<file path="src/rtl/aud_pkg.sv">
// Shared types and default widths for the audio recorder/player datapath.
package aud_pkg;
    localparam int AUD_SAMPLE_W = 16;
    localparam int AUD_ADDR_W   = 20;

    typedef enum logic [2:0] {
        S_IDLE,
        S_WAIT,
        S_SHIFT,
        S_WRITE,
        S_PAUSE
    } rec_state_t;
endpackage

</file>
<file path="src/rtl/aud_i2s_shift.sv">
// I2S single-channel deserializer: LRC edge detect, bit counter and MSB-first shifter.
module aud_i2s_shift
    import aud_pkg::*;
#(
    parameter int   SAMPLE_W    = AUD_SAMPLE_W,
    parameter logic CAPTURE_LRC = 1'b0
) (
    input  logic                i_clk,
    input  logic                i_rst_n,
    input  logic                i_lrc,
    input  logic                i_data,
    input  logic                i_en,
    output logic                o_edge,
    output logic                o_done,
    output logic [SAMPLE_W-1:0] o_sample
);
    localparam int CNT_W = $clog2(SAMPLE_W);

    logic                lrc_d_reg;
    logic [CNT_W-1:0]    cnt_reg;
    logic [SAMPLE_W-2:0] shift_reg;

    always_ff @(posedge i_clk or negedge i_rst_n) begin
        if (!i_rst_n) begin
            lrc_d_reg <= 1'b0;
            cnt_reg   <= '0;
            shift_reg <= '0;
        end else begin
            lrc_d_reg <= i_lrc;
            if (i_en) begin
                shift_reg <= o_sample[SAMPLE_W-2:0];
                cnt_reg   <= cnt_reg + CNT_W'(1);
            end else begin
                cnt_reg   <= '0;
            end
        end
    end

    // The final bit is merged combinationally so the full word is ready on o_done.
    assign o_sample = {shift_reg, i_data};
    assign o_done   = i_en && (cnt_reg == CNT_W'(SAMPLE_W - 1));
    assign o_edge   = (i_lrc != lrc_d_reg) && (i_lrc == CAPTURE_LRC);
endmodule

</file>
<file path="src/rtl/aud_recorder.sv">
// Record/pause/stop controller: captures one I2S channel and writes each sample to SRAM.
module aud_recorder
    import aud_pkg::*;
#(
    parameter int                SAMPLE_W    = AUD_SAMPLE_W,
    parameter int                ADDR_W      = AUD_ADDR_W,
    parameter logic [ADDR_W-1:0] MAX_ADDR    = {ADDR_W{1'b1}},
    parameter logic              CAPTURE_LRC = 1'b0
) (
    input  logic                i_clk,
    input  logic                i_rst_n,
    input  logic                i_lrc,
    input  logic                i_data,
    input  logic                i_start,
    input  logic                i_pause,
    input  logic                i_stop,
    output logic [ADDR_W-1:0]   o_address,
    output logic [SAMPLE_W-1:0] o_data,
    output logic                o_wr,
    output logic                o_busy,
    output logic                o_paused,
    output logic                o_full,
    output logic [ADDR_W-1:0]   o_last_addr
);
    rec_state_t          state_reg, state_next;
    logic [ADDR_W-1:0]   address_reg, address_next;
    logic [ADDR_W-1:0]   last_reg, last_next;
    logic [SAMPLE_W-1:0] data_reg, data_next;
    logic                full_reg, full_next;

    logic                shift_en;
    logic                cap_edge;
    logic                shift_done;
    logic [SAMPLE_W-1:0] shift_sample;

    assign shift_en = (state_reg == S_SHIFT);

    aud_i2s_shift #(
        .SAMPLE_W    (SAMPLE_W),
        .CAPTURE_LRC (CAPTURE_LRC)
    ) u_shift (
        .i_clk    (i_clk),
        .i_rst_n  (i_rst_n),
        .i_lrc    (i_lrc),
        .i_data   (i_data),
        .i_en     (shift_en),
        .o_edge   (cap_edge),
        .o_done   (shift_done),
        .o_sample (shift_sample)
    );

    always_ff @(posedge i_clk or negedge i_rst_n) begin
        if (!i_rst_n) begin
            state_reg   <= S_IDLE;
            address_reg <= '0;
            last_reg    <= '0;
            data_reg    <= '0;
            full_reg    <= 1'b0;
        end else begin
            state_reg   <= state_next;
            address_reg <= address_next;
            last_reg    <= last_next;
            data_reg    <= data_next;
            full_reg    <= full_next;
        end
    end

    always_comb begin
        state_next   = state_reg;
        address_next = address_reg;
        last_next    = last_reg;
        data_next    = data_reg;
        full_next    = full_reg;
        case (state_reg)
            S_IDLE: begin
                if (i_start && !i_stop) begin
                    state_next   = S_WAIT;
                    address_next = '0;
                    last_next    = '0;
                    full_next    = 1'b0;
                end
            end
            S_WAIT: begin
                if (i_stop)        state_next = S_IDLE;
                else if (i_pause)  state_next = S_PAUSE;
                else if (cap_edge) state_next = S_SHIFT;
            end
            S_SHIFT: begin
                if (i_stop)       state_next = S_IDLE;
                else if (i_pause) state_next = S_PAUSE;
                else if (shift_done) begin
                    state_next = S_WRITE;
                    data_next  = shift_sample;
                end
            end
            S_WRITE: begin
                // The write always completes; stop/pause only choose where to go afterwards.
                last_next = address_reg;
                if (address_reg == MAX_ADDR) begin
                    full_next  = 1'b1;
                    state_next = S_IDLE;
                end else begin
                    address_next = address_reg + ADDR_W'(1);
                    if (i_stop)       state_next = S_IDLE;
                    else if (i_pause) state_next = S_PAUSE;
                    else              state_next = S_WAIT;
                end
            end
            S_PAUSE: begin
                if (i_stop)                 state_next = S_IDLE;
                else if (i_start && !i_pause) state_next = S_WAIT;
            end
            default: state_next = S_IDLE;
        endcase
    end

    assign o_address   = address_reg;
    assign o_data      = data_reg;
    assign o_last_addr = last_reg;
    assign o_full      = full_reg;
    assign o_wr        = (state_reg == S_WRITE);
    assign o_busy      = (state_reg == S_WAIT) || (state_reg == S_SHIFT) || (state_reg == S_WRITE);
    assign o_paused    = (state_reg == S_PAUSE);
endmodule

</file>
<file path="config.mk">
export PLATFORM = sky130hd
export DESIGN_NAME = aud_recorder
export DESIGN_NICKNAME = d
export VERILOG_FILES = /design/src/rtl/aud_pkg.sv /design/src/rtl/aud_i2s_shift.sv /design/src/rtl/aud_recorder.sv
export SDC_FILE = /design/constraint.sdc
export NUM_CORES = 1
export LEC_CHECK = 0
export CORE_MARGIN = 10
export CORE_UTILIZATION = 30
export CTS_CLUSTER_SIZE = 20
export DETAILED_ROUTE_END_ITERATION = 8
export SKIP_CTS_REPAIR_TIMING = 1
export SYNTH_ARGS = -nofsm -noshare
export SYNTH_HDL_FRONTEND = slang
export SYNTH_HIERARCHICAL = 1
export SYNTH_SLANG_ARGS = --single-unit
export TNS_END_PERCENT = 10
</file>
<file path="constraint.sdc">
create_clock -name i_clk -period 2.7 [get_ports i_clk]
set_clock_uncertainty 0.05 [all_clocks]
set_input_delay 0.405 -clock i_clk [delete_from_list [all_inputs] [get_ports i_clk]]
set_output_delay 0.405 -clock i_clk [all_outputs]
set_load 0.01 [all_outputs]
</file>
### Yosys cells after proc, flatten, opt, wreduce, memory -nomap -nowiden

Cells that the tools add are included.

* logic and storage cells: 62
* input port bits: 7
* output and inout port bits: 60
* register bits: 80

* mux-type cells: 21
* reductions and logical operators: 15
* add/sub/neg operators: 2
* bitwise operators: 3
* eq/ne operators: 13

Operators by type and width (number)
* case mux 20 bit (2 select lines): 2
* two-way mux 20 bit: 2
* two-way mux 3 bit: 12
* adder 20 x 1 -> 20 bit (second input constant): 1
* equality test 20 bit (second input constant): 1
* case mux 3 bit (5 select lines): 1
* != test 4 bit (second input constant): 2
* AND reduction 4 bit: 2
* equality test 3 x 2 -> 1 bit (second input constant): 2
* AND reduction 3 bit: 2
* adder 4 x 1 -> 4 bit (second input constant): 1
* equality test 4 bit (second input constant): 1
* logical AND 1 bit: 4
* two-way mux 4 bit: 1
* != test 2 bit (second input constant): 2
* equality test 3 x 1 -> 1 bit (second input constant): 1
* equality test 3 bit (second input constant): 1
* logical NOT 3 bit: 1
* != test 3 x 2 -> 1 bit (second input constant): 1
* inverter 1 bit: 3
* logical NOT 1 bit: 2
* logical OR 1 bit: 2
* two-way mux 1 bit: 2
* != test 2 x 1 -> 1 bit (second input constant): 1
* other kinds (4): 4

### Logic depth before layout (Yosys ltp)

* depth after elaboration: 6
* depth in mapped cells: 10
* gate-level depth less buffers: 8

### By module

The synthesis kept the hierarchy.

By module, submodules not included
* aud_recorder: area each 2831.5 µm², seq. area each 1501.4 µm², cells each 279, times used 1
* aud_i2s_shift: area each 835.8 µm², seq. area each 500.5 µm², cells each 49, times used 1

### Worst setup path before layout

No wires, ideal clock.

* path kind: register to register
* from: register state_reg[0]
* to: register data_reg[10], in the netlist o_data[10]
* required time: 2525 ps
* slack: 398 ps
* library setup time: 125 ps
* clock period less this slack: 2302 ps
* path buffers: 4
* data arrival time: 2127 ps
* cell stages (with the launch flop): 10
* cell sequence: dfrtp_1 -> buf_2 -> nand2b_1 -> nor2_1 -> buf_6 -> and4_1 -> and4b_1 -> buf_2 -> buf_2 -> mux2_2

* longest elaborated chain between the ends: 3

RTL lines
* start, declared: RTL line aud_recorder.sv:25 `rec_state_t state_reg, state_next;`
* start signal, assigned: RTL line aud_recorder.sv:60 `state_reg <= state_next;`
* equality test 3 x 2 -> 1 bit: RTL line aud_recorder.sv:36 `assign shift_en = (state_reg == S_SHIFT);`
* via shift_en: RTL line aud_recorder.sv:31 `logic shift_en;`
* logical AND 1 bit: RTL line aud_i2s_shift.sv:41 `assign o_done = i_en && (cnt_reg == CNT_W'(SAMPLE_W - 1));`
* via shift_done: RTL line aud_recorder.sv:33 `logic shift_done;`
* AND reduction 4 bit (no source line)
* end signal, assigned: RTL line aud_recorder.sv:63 `data_reg <= data_next;`
* end, declared: RTL line aud_recorder.sv:28 `logic [SAMPLE_W-1:0] data_reg, data_next;`

The timed path passes the listed nets, and every way through them passes these cells.
A chain may end at the register's enable or synchronous reset.

### Worst setup path after layout

* from: register state_reg[2]
* to: output port o_wr

* longest elaborated chain between the ends: 1

RTL lines
* equality test 3 x 2 -> 1 bit: RTL line aud_recorder.sv:121 `assign o_wr = (state_reg == S_WRITE);`
* end, declared: RTL line aud_recorder.sv:19 `output logic o_wr,`

No other way between the ends.

==> impl_metrics.tcl <==
set metrics [dict create \
    outcome "complete, no violations" \
    fmaxAchievable_mhz 415 \
    fin_area_um2 4760 \
    synth_top_flop_cell "dfrtp_1" \
    synth_edf_count 0 \
    worstHoldPathType "in -> async" \
    finalNonFillerCells 546 \
    synth_fa_ha_area_frac 0.00682 \
    grt_pass1_wl_mm 15.0 \
    worstPathCellList "nand3b_4 -> inv_1 -> clkdlybuf4s50_1" \
    final-seq-area_um2 2000 \
    avgSynthCellArea_um2 11.2 \
    max_cap_viol_count 0 \
    synth_top_cell_area_share 0.546 \
    total_leakage_power_nw 2.19 \
    relSlewSlack 0.556 \
    cp_max_fo 24 \
    die_area_um2 17000 \
    start_kind "flip-flop" \
    grt_overflow 0 \
    finalCritPeriodShare 0.892 \
    slowest_stage "clkdlybuf4s50_1" \
    setup_viol 0 \
    drt_iter0_markers 179 \
    grt_pass1_vias 2879 \
    finalPower_mw 2.69 \
    pre_cts_ws_ns 0.401 \
    powerDensity_nw_per_um2 564 \
    cts_tree "yes" \
    synth_common_cells "dfrtp_1, nand2_1, nand3_1, nor2_1, mux2_2" \
    dr_total_vias 2711 \
    area_growth_pct 29.9 \
    initial_core_util 0.305 \
    synthSimpleGateAreaFrac 0.203 \
    syn-num-nets 337 \
    die-height_um 131 \
    critPathMaxStageDelay_ns 0.55 \
    yosysMostFrequentCell "dfrtp_1" \
    setup_slack_ns 0.292 \
    drt-total-wl_mm 8.79 \
    yosysSeqAreaShare 0.546 \
    fin_tns_setup_ns 0 \
    die_w_um 131 \
    postRouteAntennaNets 0 \
    irDropWorstVdd_mv 0.297 \
    ys_top_cells_by_area "dfrtp_1, mux2_4, mux2_2, nand2_1, nand3_1" \
    synth.cell_area_um2 3670 \
    synthCells 328 \
    clk_pin_slew_worst_paths_ns 0.07 \
    synth_warnings 6 \
    cp.required_ns 2.25 \
    synthMuxAreaShare 0.121 \
    finalCriticalPeriod_ns 2.41 \
    synth-seq-cells 80 \
    crit_type "reg -> out" \
    portBuffers 66 \
    yosysTopAreaCell "dfrtp_1" \
    clk-insertion-delay-late_ns 0.33 \
    cts_htree_levels 3 \
    grt_max_degree 51 \
    rows 40 \
    via_per_inst 4.97 \
    drive_gt1_frac 0.163 \
    antenna_found_initial 0 \
    grtUsageTotal 0.109 \
    wl_per_cell_um 16.1 \
    synth_top_family_by_area "simple AND/OR/NAND/NOR gates" \
    hold_viol 0 \
    ys_types 50 \
    hpwlAfterDp_mm 6.22 \
    numCtsBuffers 9 \
    placed_area_um2 4480 \
    synth_xor_area_frac 0.0263 \
    final_nets 403 \
    gp_congestion 0.838 \
    utilization 0.397 \
    dp.cells 530 \
    endpoint_kind "output port" \
    drc 0 \
    firstDrtPassIters 4 \
    rsz0062_at_grt "false" \
    final_max_slew_viol_count 0 \
    insertedDiodeCount 0 \
    synth_compound_area_frac 0.0631 \
    cp.arrival_ns 1.95 \
    ios 67 \
    fill_cells 1183 \
    tightest_slew_ns 0.666 \
    cts_sinks 80 \
    core_um2 12000 \
    multi_input_area_um2 1540 \
    clockBufferDepth 2 \
    hold_slack_ns 0.0486 \
    cts_root_buffer "clkbuf_16" \
    postSynth.asyncResetShare 1.00 \
]
path summary, 6_finish.rpt:
path	depth (start not counted)	from	slack, ns	to
worst min register to register	1	u_shift/cnt_reg[0]	0.43	u_shift/cnt_reg[0]
min in group i_clk	1	u_shift/cnt_reg[0]	0.43	u_shift/cnt_reg[0]
worst max-delay path	3	state_reg[2]	0.29	o_wr
max in group asynchronous	2	i_rst_n	1.93	u_shift/shift_reg[1]
worst min-delay path	1	i_rst_n	0.05	o_data[5]
worst max register to register	6	o_address[0]	0.57	state_reg[0]
critical path: cells and delay by family (launching register included):
| kind | cells | cell delay (ns) |
|---|---|---|
| buffers and inverters | 2 | 0.72 |
| and+or+nand+nor | 1 | 0.40 |
| DFF | 1 | 0.49 |
placed cells by master, fill, tap and decap left out, drive strengths merged, types with 5 or more instances in the layout:
cell type and instances:
dfrtp 80, clkdlybuf4s50 65, nand2 45, mux2 31
nor2 28, nand3 26, xor2 10, inv 10
clkbuf 9, buf 9, o21ai 8, nand4 8
nor3 7, a21oi 5, nor4 5
layout make-up:
class	count	share of cell area
Timing Repair Buffer	74	0.153
Multi-Input combinational cell	224	0.324
Tap cell	147	0.0386
Sequential cell	80	0.420
Clock inverter	7	0.0126
Clock buffer	9	0.0473
Inverter	5	0.00394
cells by family (layout without fill, tap and decap cells):
kind of cell             after synthesis  after routing
AND/OR/NAND/NOR                      143            143
flip-flops                            80             80
multiplexers                          35             35
AO/OA/AOI/OAI                         33             33
buffers and inverters                 24             95
XOR/XNOR                              11             11
adder cells (fa/ha/maj)                2              2
report_power, final:
part / internal (mW) / switching [mW]
sequential: 1.23 / 0.0486
combinational: 0.110 / 0.130
clock: 0.643 / 0.526
metal layers:
layer	wire length, um	global-route usage
met5	0	0
met4	101	0.0307
met3	546	0.0395
met2	4370	0.182
met1	3770	0.129
No activity file was read; power rests on OpenSTA's default activity.
